--- src/rtl/mux21_arbiter_if.sv ---
// ----------------------------------------------------------------------------
// mux21_arbiter_if
// Bundles the requester-side handshake and data bus of the two-input
// round-robin mux arbiter.
//   REQ1/REQ2 : request lines, data on IN1/IN2 valid while high
//   IN1/IN2   : requester data
//   GNT1/GNT2 : registered grants
//   S         : registered mux select (0 = IN1, 1 = IN2)
//   Q/QV      : registered channel data and its update strobe
// Modports:
//   master : requester/environment side (drives REQ/IN, observes the rest)
//   slave  : arbiter side
// ----------------------------------------------------------------------------
interface mux21_arbiter_if #(
    parameter int DATA_W = 8
);
    logic              REQ1;
    logic              REQ2;
    logic [DATA_W-1:0] IN1;
    logic [DATA_W-1:0] IN2;
    logic              GNT1;
    logic              GNT2;
    logic              S;
    logic [DATA_W-1:0] Q;
    logic              QV;

    modport master (
        output REQ1, REQ2, IN1, IN2,
        input  GNT1, GNT2, S, Q, QV
    );

    modport slave (
        input  REQ1, REQ2, IN1, IN2,
        output GNT1, GNT2, S, Q, QV
    );
endinterface

--- src/rtl/mux21_arbiter.sv ---
// ----------------------------------------------------------------------------
// mux21_arbiter
// Two-requester round-robin arbiter owning the select of a 2:1 data mux.
// Every change of the select goes through a one-cycle dead state with both
// grants low (break-before-make). A hold limit bounds how long one side may
// keep the channel while the other side is waiting.
// Ports:
//   CLK : rising-edge clock
//   RST : synchronous active-high reset, overrides everything
//   bus : mux21_arbiter_if.slave (REQ1/REQ2, IN1/IN2 in; GNT1/GNT2, S, Q, QV out)
// Parameters:
//   DATA_W   : data width
//   MAX_HOLD : max consecutive granted cycles while the other side requests
// ----------------------------------------------------------------------------
module mux21_arbiter #(
    parameter int DATA_W   = 8,
    parameter int MAX_HOLD = 8
) (
    input logic              CLK,
    input logic              RST,
    mux21_arbiter_if.slave   bus
);
    localparam int HC_W = $clog2(MAX_HOLD) + 1;
    localparam logic [HC_W-1:0] HOLD_LIM = HC_W'(MAX_HOLD - 1);
    localparam logic [HC_W-1:0] HOLD_SAT = {HC_W{1'b1}};
    localparam logic [1:0]      LAST1    = 2'd1;
    localparam logic [1:0]      LAST2    = 2'd2;

    typedef enum logic [1:0] {
        IDLE   = 2'd0,
        OWN1   = 2'd1,
        OWN2   = 2'd2,
        SWITCH = 2'd3
    } state_t;

    state_t            state_r;
    logic              gnt1_r;
    logic              gnt2_r;
    logic              s_r;
    logic [DATA_W-1:0] q_r;
    logic              qv_r;
    logic [HC_W-1:0]   hold_cnt_r;
    logic [1:0]        last_r;

    logic              win2_s;
    logic              tgt_req_s;
    logic              at_limit_s;
    logic              beat_s;

    // Arbitration decisions derived from the current inputs and state.
    always_comb begin
        win2_s     = 1'b0;
        tgt_req_s  = 1'b0;
        at_limit_s = 1'b0;
        beat_s     = 1'b0;
        // On a tie the side that was not served last wins.
        if (bus.REQ1 && bus.REQ2) begin
            win2_s = (last_r == LAST1);
        end else begin
            win2_s = bus.REQ2;
        end
        // In SWITCH the select already holds the target side.
        if (s_r) begin
            tgt_req_s = bus.REQ2;
        end else begin
            tgt_req_s = bus.REQ1;
        end
        at_limit_s = (hold_cnt_r >= HOLD_LIM);
        beat_s     = (gnt1_r && bus.REQ1) || (gnt2_r && bus.REQ2);
    end

    // Arbiter FSM, grant/select registers and registered data channel.
    always_ff @(posedge CLK) begin
        if (RST) begin
            state_r    <= IDLE;
            gnt1_r     <= 1'b0;
            gnt2_r     <= 1'b0;
            s_r        <= 1'b0;
            q_r        <= {DATA_W{1'b0}};
            qv_r       <= 1'b0;
            hold_cnt_r <= {HC_W{1'b0}};
            last_r     <= LAST2;
        end else begin
            // Data moves only on a granted beat; otherwise Q holds.
            if (beat_s) begin
                q_r  <= s_r ? bus.IN2 : bus.IN1;
                qv_r <= 1'b1;
            end else begin
                qv_r <= 1'b0;
            end

            case (state_r)
                IDLE: begin
                    if (bus.REQ1 || bus.REQ2) begin
                        if (win2_s == s_r) begin
                            state_r    <= win2_s ? OWN2 : OWN1;
                            gnt1_r     <= ~win2_s;
                            gnt2_r     <= win2_s;
                            hold_cnt_r <= {HC_W{1'b0}};
                            last_r     <= win2_s ? LAST2 : LAST1;
                        end else begin
                            state_r <= SWITCH;
                            s_r     <= win2_s;
                        end
                    end else begin
                        state_r <= IDLE;
                    end
                end

                SWITCH: begin
                    if (tgt_req_s) begin
                        state_r    <= s_r ? OWN2 : OWN1;
                        gnt1_r     <= ~s_r;
                        gnt2_r     <= s_r;
                        hold_cnt_r <= {HC_W{1'b0}};
                        last_r     <= s_r ? LAST2 : LAST1;
                    end else begin
                        state_r <= IDLE;
                    end
                end

                OWN1: begin
                    // A drop and a preempt lead to the same next state.
                    if (!bus.REQ1 || (bus.REQ2 && at_limit_s)) begin
                        gnt1_r <= 1'b0;
                        if (bus.REQ2) begin
                            state_r <= SWITCH;
                            s_r     <= 1'b1;
                        end else begin
                            state_r <= IDLE;
                        end
                    end else if (hold_cnt_r != HOLD_SAT) begin
                        hold_cnt_r <= hold_cnt_r + HC_W'(1);
                    end else begin
                        hold_cnt_r <= hold_cnt_r;
                    end
                end

                OWN2: begin
                    if (!bus.REQ2 || (bus.REQ1 && at_limit_s)) begin
                        gnt2_r <= 1'b0;
                        if (bus.REQ1) begin
                            state_r <= SWITCH;
                            s_r     <= 1'b0;
                        end else begin
                            state_r <= IDLE;
                        end
                    end else if (hold_cnt_r != HOLD_SAT) begin
                        hold_cnt_r <= hold_cnt_r + HC_W'(1);
                    end else begin
                        hold_cnt_r <= hold_cnt_r;
                    end
                end

                default: begin
                    state_r <= IDLE;
                    gnt1_r  <= 1'b0;
                    gnt2_r  <= 1'b0;
                end
            endcase
        end
    end

    assign bus.GNT1 = gnt1_r;
    assign bus.GNT2 = gnt2_r;
    assign bus.S    = s_r;
    assign bus.Q    = q_r;
    assign bus.QV   = qv_r;

endmodule

--- src/flat_wrapper.sv ---
// flat-port wrapper written by rule: the top's interface ports become plain ports
module mux21_arbiter_flat 
#(
    parameter int DATA_W   = 8,
    parameter int MAX_HOLD = 8
)
  (CLK, RST, bus_REQ1, bus_REQ2, bus_IN1, bus_IN2, bus_GNT1, bus_GNT2, bus_S, bus_Q, bus_QV);
  mux21_arbiter_if #(.DATA_W(DATA_W)) bus_i ();
  input logic CLK;
  input logic RST;
  input wire logic [$bits(bus_i.REQ1)-1:0] bus_REQ1;
  input wire logic [$bits(bus_i.REQ2)-1:0] bus_REQ2;
  input wire logic [$bits(bus_i.IN1)-1:0] bus_IN1;
  input wire logic [$bits(bus_i.IN2)-1:0] bus_IN2;
  output wire logic [$bits(bus_i.GNT1)-1:0] bus_GNT1;
  output wire logic [$bits(bus_i.GNT2)-1:0] bus_GNT2;
  output wire logic [$bits(bus_i.S)-1:0] bus_S;
  output wire logic [$bits(bus_i.Q)-1:0] bus_Q;
  output wire logic [$bits(bus_i.QV)-1:0] bus_QV;
  assign bus_i.REQ1 = bus_REQ1;
  assign bus_i.REQ2 = bus_REQ2;
  assign bus_i.IN1 = bus_IN1;
  assign bus_i.IN2 = bus_IN2;
  assign bus_GNT1 = bus_i.GNT1;
  assign bus_GNT2 = bus_i.GNT2;
  assign bus_S = bus_i.S;
  assign bus_Q = bus_i.Q;
  assign bus_QV = bus_i.QV;
  mux21_arbiter #(.DATA_W(DATA_W), .MAX_HOLD(MAX_HOLD)) u_core (.CLK(CLK), .RST(RST), .bus(bus_i));
endmodule
--- config.mk ---
export PLATFORM = sky130hd
export DESIGN_NAME = mux21_arbiter_flat
export DESIGN_NICKNAME = d
export VERILOG_FILES = /design/src/rtl/mux21_arbiter_if.sv /design/src/rtl/mux21_arbiter.sv /design/src/flat_wrapper.sv
export SDC_FILE = /design/constraint.sdc
export NUM_CORES = 1
export LEC_CHECK = 0
export BUFFER_PORTS_ARGS = -buffer_cell sky130_fd_sc_hd__buf_2
export CAP_MARGIN = 25
export CORE_MARGIN = 2
export CORE_UTILIZATION = 40
export CTS_BUF_LIST = sky130_fd_sc_hd__clkbuf_16
export DETAILED_ROUTE_END_ITERATION = 10
export GPL_ROUTABILITY_DRIVEN = 0
export GPL_TIMING_DRIVEN = 0
export PLACE_DENSITY_LB_ADDON = 0.08
export SYNTH_ARGS = -nofsm -noshare
export SYNTH_HDL_FRONTEND = slang
export SYNTH_SLANG_ARGS = --single-unit
--- constraint.sdc ---
create_clock -name CLK -period 2.3 [get_ports CLK]
set_clock_uncertainty 0.05 [all_clocks]
set_input_delay 0.46 -clock CLK [delete_from_list [all_inputs] [get_ports CLK]]
set_output_delay 0.46 -clock CLK [all_outputs]
set_load 0.01 [all_outputs]
==> results of run 1 <==
## Yosys cell counts, types with 2 or more instances
library cell | number | area [um2]
inv_2 | 2 | 7.51
nand2_1 | 12 | 45.0
ha_1 | 8 | 100
a32o_1 | 2 | 20.0
nand3_1 | 4 | 20.0
inv_1 | 7 | 26.3
o21ai_2 | 2 | 17.5
nand2b_1 | 4 | 25.0
a21oi_2 | 2 | 17.5
o21ai_0 | 4 | 20.0
nor3_1 | 3 | 15.0
dfxtp_1 | 20 | 400
mux2i_1 | 12 | 120
a311oi_1 | 2 | 17.5
a211oi_1 | 11 | 82.6
o211ai_1 | 2 | 15.0
buf_2 | 2 | 10.0
clkbuf_1 | 3 | 11.3
nor4b_1 | 2 | 17.5
and2_1 | 2 | 12.5
nor2_1 | 13 | 48.8
a21oi_1 | 4 | 20.0
buf_4 | 3 | 22.5
## layer usage
layer	part of all wire [%]	wire length, um
met5	0	0
met2	47	1380
met1	48	1390
met3	4.0	117
met4	1.1	33
## cell type report
class | instances | area [um2] | area share (%)
multi-input combinational | 104 | 781 | 50.0
sequential | 20 | 402 | 25.7
timing repair buffer | 30 | 153 | 9.77
clock buffer | 3 | 75.1 | 4.80
buffer | 8 | 47.5 | 3.04
tap | 33 | 41.3 | 2.64
inverter | 9 | 33.8 | 2.16
clock inverter | 1 | 30.0 | 1.92
## repair_timing
item	CTS	global route
endpoints found under the setup margin	0	3
resized for setup	0	5
setup buffers	0	1
## worst register-to-register path: cells and delay by family, from the launching register on
kind            cells  cell delay [ns]
compound gates      4             0.93
simple gates        3             0.44
flops               1             0.32
fa+ha+maj           1             0.27
## worst paths after layout
kind	end	start	cells after the start
max	u_core.hold_cnt_r[2]	bus_REQ1	9
min	u_core.last_r[1]	u_core.last_r[1]	2
max reg2reg	u_core.hold_cnt_r[2]	u_core.last_r[0]	8
min reg2reg	u_core.last_r[1]	u_core.last_r[1]	2
## registers in the layout, indices dropped and copies added, names as in the netlist
signal,cells
u_core.bus.S,1
u_core.hold_cnt_r,4
u_core.bus.Q,8
u_core.state_r,2
u_core.bus.QV,1
u_core.last_r,2
u_core.bus.GNT2,1
u_core.bus.GNT1,1
## per-stage QoR
stage	TNS (ns)	std cells	area, um2
4_1_cts	0	207	1530
2_1_floorplan	0	141	1240
5_1_grt	-0.0156	208	1560
3_5_place_dp	-0.387	203	1430
3_3_place_gp	-0.377	203	1430
6_report	0	208	1560
## layout by cell type, fill, tap and decap left out, types with 2 or more instances in the layout
| cell | synthesis | final |
|---|---|---|
| and2_1 | 2 | 2 |
| clkbuf_1 | 3 | 3 |
| nand2_1 | 12 | 12 |
| dfxtp_1 | 20 | 19 |
| mux2i_1 | 12 | 12 |
| inv_1 | 7 | 7 |
| a21oi_2 | 2 | 2 |
| a311oi_1 | 2 | 2 |
| o21ai_0 | 4 | 4 |
| buf_4 | 3 | 3 |
| nand2b_1 | 4 | 4 |
| a32o_1 | 2 | 2 |
| a21oi_1 | 4 | 4 |
| inv_2 | 2 | 2 |
| nor4b_2 | 1 | 2 |
| clkbuf_16 | 0 | 3 |
| nor3_1 | 3 | 3 |
| a211oi_1 | 11 | 11 |
| o21ai_2 | 2 | 2 |
| nor2_1 | 13 | 13 |
| nand3_1 | 4 | 4 |
| buf_2 | 2 | 31 |
| o211ai_1 | 2 | 2 |
| ha_1 | 8 | 8 |
## power groups by stage
stage          logic, uW  registers, uW  clock network [uW]
5_1_grt             1100            530                 499
6_report             971            514                 478
2_1_floorplan        688            540                   0
3_5_place_dp         924            521                   0
3_3_place_gp         908            518                   0
4_1_cts              931            514                 485
## cells by family (layout without fill, tap and decap cells)
group,count (synthesis),in the layout,share of synthesized area (%)
AND/OR/NAND/NOR,47,47,19.9
AO/OA/AOI/OAI,37,37,23.9
flip-flops,20,20,32.3
buffers and inverters,17,51,6.25
multiplexers,12,12,9.68
adder cells (fa/ha/maj),8,8,8.06
==> run_results.csv, run 1 <==
group,metric,value,unit
status,outcome,"completed",
power,p_comb_share,49.4,%
sta,tightest_slew,0.518,ns
power,p_leak,0.000689,uW
sta,maxSlewViolCount,0,
logic_synthesis,syn_avg_cell_area,8.80,um2
floorplan,initial_core_util,41.3,%
floorplan,num_rows,20,
critical_path,critPathMaxStageDelay,0.45,ns
sta,max-slew-margin-rel,65.4,%
floorplan,num_io_pins,32,
critical_path,endpoint_kind,"flop",
power,p_clk_share,24.4,%
run,cap_violations,0,
critical_path,critPathMaxFanout,8,
drt,ant_nets,0,
layout,syn_to_final_growth,25.9,%
sta,final-hold-violation-count,0,
placed_design,dpl.hpwl,2190,um
clocking,cts_sinks,20,
grt,antenna_found_initial,0,
grt,grt_pass1_wl,4770,um
critical_path,r2r_slack,0.17,ns
floorplan,core,3000,um2
power,swShare,36.9,%
min_path,hold_class,"reg -> reg",
power,switchingPower,725,uW
logic_synthesis,synth_edf_count,0,
logic_synthesis,ys_warn_count,0,
drt,routed_via_density,5.60,
critical_path,worstPathBufferInverterCount,2,
drt,drt_iter0_drc,68,
grt,grt_pass1_vias,1049,
layout,drive_above_1_share,29.1,%
sta,clock.fmax,0.455,GHz
power,p_int,1240,uW
power,power_density,1260,nW/um2
grt,met3_usage,4.11,%
grt,use_met1,23.0,%
drt,vias,1165,
logic_synthesis,syn_inst,141,
logic_synthesis,synth.distinct_cells,38,
layout,fin_nets,204,
drt,drt-total-wl,2910,um
clocking,cts_tree,"done",
clocking,cts_root_buf,"clkbuf_16",
power,seq_power_share,26.2,%
power,finalPower,1960,uW
sta,min_period,2.20,ns
drt,drt-pass1-iter-count,4,
layout,final.fill_count,300,
critical_path,cp_cell_sequence,"buf_2, inv_2, o21ai_4, ha_1, nand2_1, o21ai_2, a2111oi_4, nand3_1, a32o_1",
clocking,cts_hold_buf,0,
sta,holdWs,0.424,ns
clocking,clockBufferDepth,2,
logic_synthesis,synthArstFlopShare,0,%
critical_path,crit_arrival,2.29,ns
critical_path,crit_family,"compound AO/OA/AOI/OAI gates",
power,ir_drop,0.467,mV
clocking,cts_max_level,1,
sta,setup_slack,0.103,ns
grt,overflow,0,
logic_synthesis,synth_seq_cells,20,
sta,finalSetupViolCount,0,
grt,track_usage,17.7,%
floorplan,die_x,59.7,um
floorplan,fp.dieH,59.7,um
grt,grt_use_met2,28.3,%
drt,routedWlPerCell,14.0,um
grt,top_usage_layer,"met2",
logic_synthesis,synth_seq_area_share,32.3,%
clocking,clk_latency,0.25,ns
placed_design,place.port_buffers,29,
critical_path,start_kind,"input port",
clocking,clk_pin_slew,0.06,ns
logic_synthesis,syn-num-nets,169,
placed_design,post-place-ws,-0.0974,ns
logic_synthesis,syn_area,1240,um2
logic_synthesis,ys.flop_type,"dfxtp_1",
critical_path,critPathSlowestCell,"a2111oi_4",
critical_path,criticalPathCategory,"in -> reg",
floorplan,dieArea,3560,um2
grt,grt_max_degree,13,
layout,antenna_cells,0,
layout,fin_util,52.0,%
critical_path,required,2.40,ns
sta,finalCritPeriodShare,95.5,%
drt,drc,0,
clocking,cts_buffers,3,
No activity file was read; power rests on OpenSTA's default activity.
==> inputs of run 2 (changes only) <==
--- a/config.mk
+++ b/config.mk
@@ -7,7 +7,6 @@
 export LEC_CHECK = 0
 export BUFFER_PORTS_ARGS = -buffer_cell sky130_fd_sc_hd__buf_2
 export CAP_MARGIN = 25
-export CORE_MARGIN = 2
 export CORE_UTILIZATION = 40
 export CTS_BUF_LIST = sky130_fd_sc_hd__clkbuf_16
 export DETAILED_ROUTE_END_ITERATION = 10
==> run_results.csv, run 2 (synthesis results as in run 1) <==
group,metric,value,unit
layout,layout_commonest_cell,"buf_2",
critical_path,crit_family,"compound AO/OA/AOI/OAI gates",
critical_path,crit_arrival,2.26,ns
critical_path,critPathSlowestCell,"a2111oi_4",
grt,overflow,0,
sta,min_period,2.16,ns
floorplan,initial_core_util,43.5,%
min_path,holdPathEnd,"u_core.last_r[1]",
critical_path,criticalPathCategory,"in -> reg",
sta,setup_slack,0.136,ns
sta,rsz0062_at_grt,"no",
floorplan,num_rows,19,
drt,top_layer,"met4",
clocking,cts_tree,"done",
drt,drt-pass1-iter-count,7,
placed_design,dpl.hpwl,2120,um
layout,final_cell_area,1560,um2
critical_path,worstPathBufferInverterCount,2,
layout,fin_nets,208,
clocking,cts_sinks,20,
layout,largest_reg_flops,8,
status,outcome,"finished with violations",
floorplan,die_x,57.7,um
sta,fin_setup_tns,0,ns
drt,ant_nets,0,
critical_path,start_kind,"input port",
power,p_leak,0.000697,uW
critical_path,r2r_slack,0.18,ns
drt,routedWlPerCell,13.7,um
critical_path,critPathMaxFanout,8,
clocking,cts_max_level,1,
run,cap_violations,0,
drt,wl_met2,1390,um
sta,max-slew-margin-rel,68.0,%
placed_design,dpl_cell_area,1430,um2
sta,maxSlewViolCount,0,
floorplan,dieArea,3330,um2
sta,final-hold-violation-count,0,
drt,vias,1145,
sta,clock.fmax,0.462,GHz
min_path,hold_class,"reg -> reg",
sta,finalSetupViolCount,0,
critical_path,crit_path_start,"bus_REQ1",
critical_path,critPathMaxStageDelay,0.44,ns
floorplan,core,2850,um2
grt,grt_pass1_wl,4620,um
layout,drive_above_1_share,29.8,%
clocking,cts_root_buf,"clkbuf_16",
status,violations,"design-rule violations",
critical_path,endpoint_kind,"flop",
grt,antenna_found_initial,0,
grt,grt_pass1_vias,1023,
min_path,hp-start,"u_core.last_r[1]",
power,power_density,1180,nW/um2
clocking,clockBufferDepth,2,
clocking,clk_latency,0.25,ns
drt,drt_iter0_drc,37,
layout,final.fill_count,275,
clocking,cts_hold_buf,0,
layout,antenna_cells,0,
critical_path,cp_cell_sequence,"clkbuf_4, inv_2, o21ai_4, ha_1, nand2_1, o21ai_2, a2111oi_4, nand3_1, a32o_1",
drt,drc,5,
grt,grt_max_degree,11,
placed_design,place.port_buffers,29,
floorplan,fp.dieH,57.7,um
clocking,clk_pin_slew,0.05,ns
critical_path,r2r_end,"u_core.hold_cnt_r[3]",
sta,tightest_slew,0.481,ns
grt,track_usage,17.9,%
critical_path,required,2.39,ns
critical_path,ff2ff_path_depth,8,
placed_design,post-place-ws,-0.104,ns
clocking,cts_buffers,3,
min_path,min_path_cells,2,
power,ir_drop,0.452,mV
drt,routed_via_density,5.48,
floorplan,num_io_pins,32,
drt,met1_length,1360,um
layout,final_cell_mix,"buf_2, dfxtp_1, nor2_1, nand2_1, mux2i_1",
sta,finalCritPeriodShare,94.1,%
critical_path,timing.rr.start,"u_core.last_r[0]",
drt,wl_met3,95,um
drt,drt-total-wl,2860,um
layout,syn_to_final_growth,25.8,%
[run 2: power by group]
part,total (uW),switching (uW),internal (uW)
Sequential,516,65.4,451
Combinational,978,525,453
Clock,350,121,229
[run 2: worst max-delay path by stage]
stage / to / slack [ns] / cells after the start
after floorplan: u_core.hold_cnt_r[2] / 0.31 / 8
after global placement: u_core.hold_cnt_r[2] / -0.11 / 9
after detailed placement: u_core.hold_cnt_r[3] / -0.10 / 9
after CTS: u_core.hold_cnt_r[3] / 0.14 / 8
after global routing: u_core.hold_cnt_r[3] / 0.03 / 9
final: u_core.hold_cnt_r[3] / 0.14 / 9
[run 2: cell type report]
type	instances	area [um2]	share of cell area [%]
multi-input cells	104	781	50.0
flip-flops and latches	20	400	25.6
repair buffers	34	185	11.9
clock buffers	3	75.1	4.81
plain buffers	8	47.5	3.04
well taps	31	38.8	2.48
inverters	9	33.8	2.16
[run 2: tightest hold or removal path, cell delays in order, from the launching register on]
cell,delay [ns]
dfxtp_1,0.33
mux2i_1,0.07
nand2_1,0.06
[run 2: layer usage]
metal / up-vias / global-route usage (%)
met5: - / 0
met1: 528 / 22.6
met2: 20 / 31.2
met3: 2 / 3.57
li1: 595 / -
met4: 0 / 5.10
[run 2: what timing repair did]
item / in CTS / in global routing
setup endpoints to repair: 0 / 3
resized for setup: 0 / 5
buffers inserted: 0 / 5
[run 2: stage by stage]
| stage | instances | total power, uW | hold WS (ns) | util (%) |
|---|---|---|---|---|
| final | 209 | 1840 | 0.431 | 54.7 |
| after global routing | 209 | 1990 | 0.453 | 54.7 |
| after CTS | 204 | 1800 | 0.440 | 52.6 |
| after detailed placement | 201 | 1440 | 0.427 | 50.0 |
| after global placement | 201 | 1420 | 0.405 | 50.0 |
| after floorplan | 141 | 1230 | 0.392 | - |
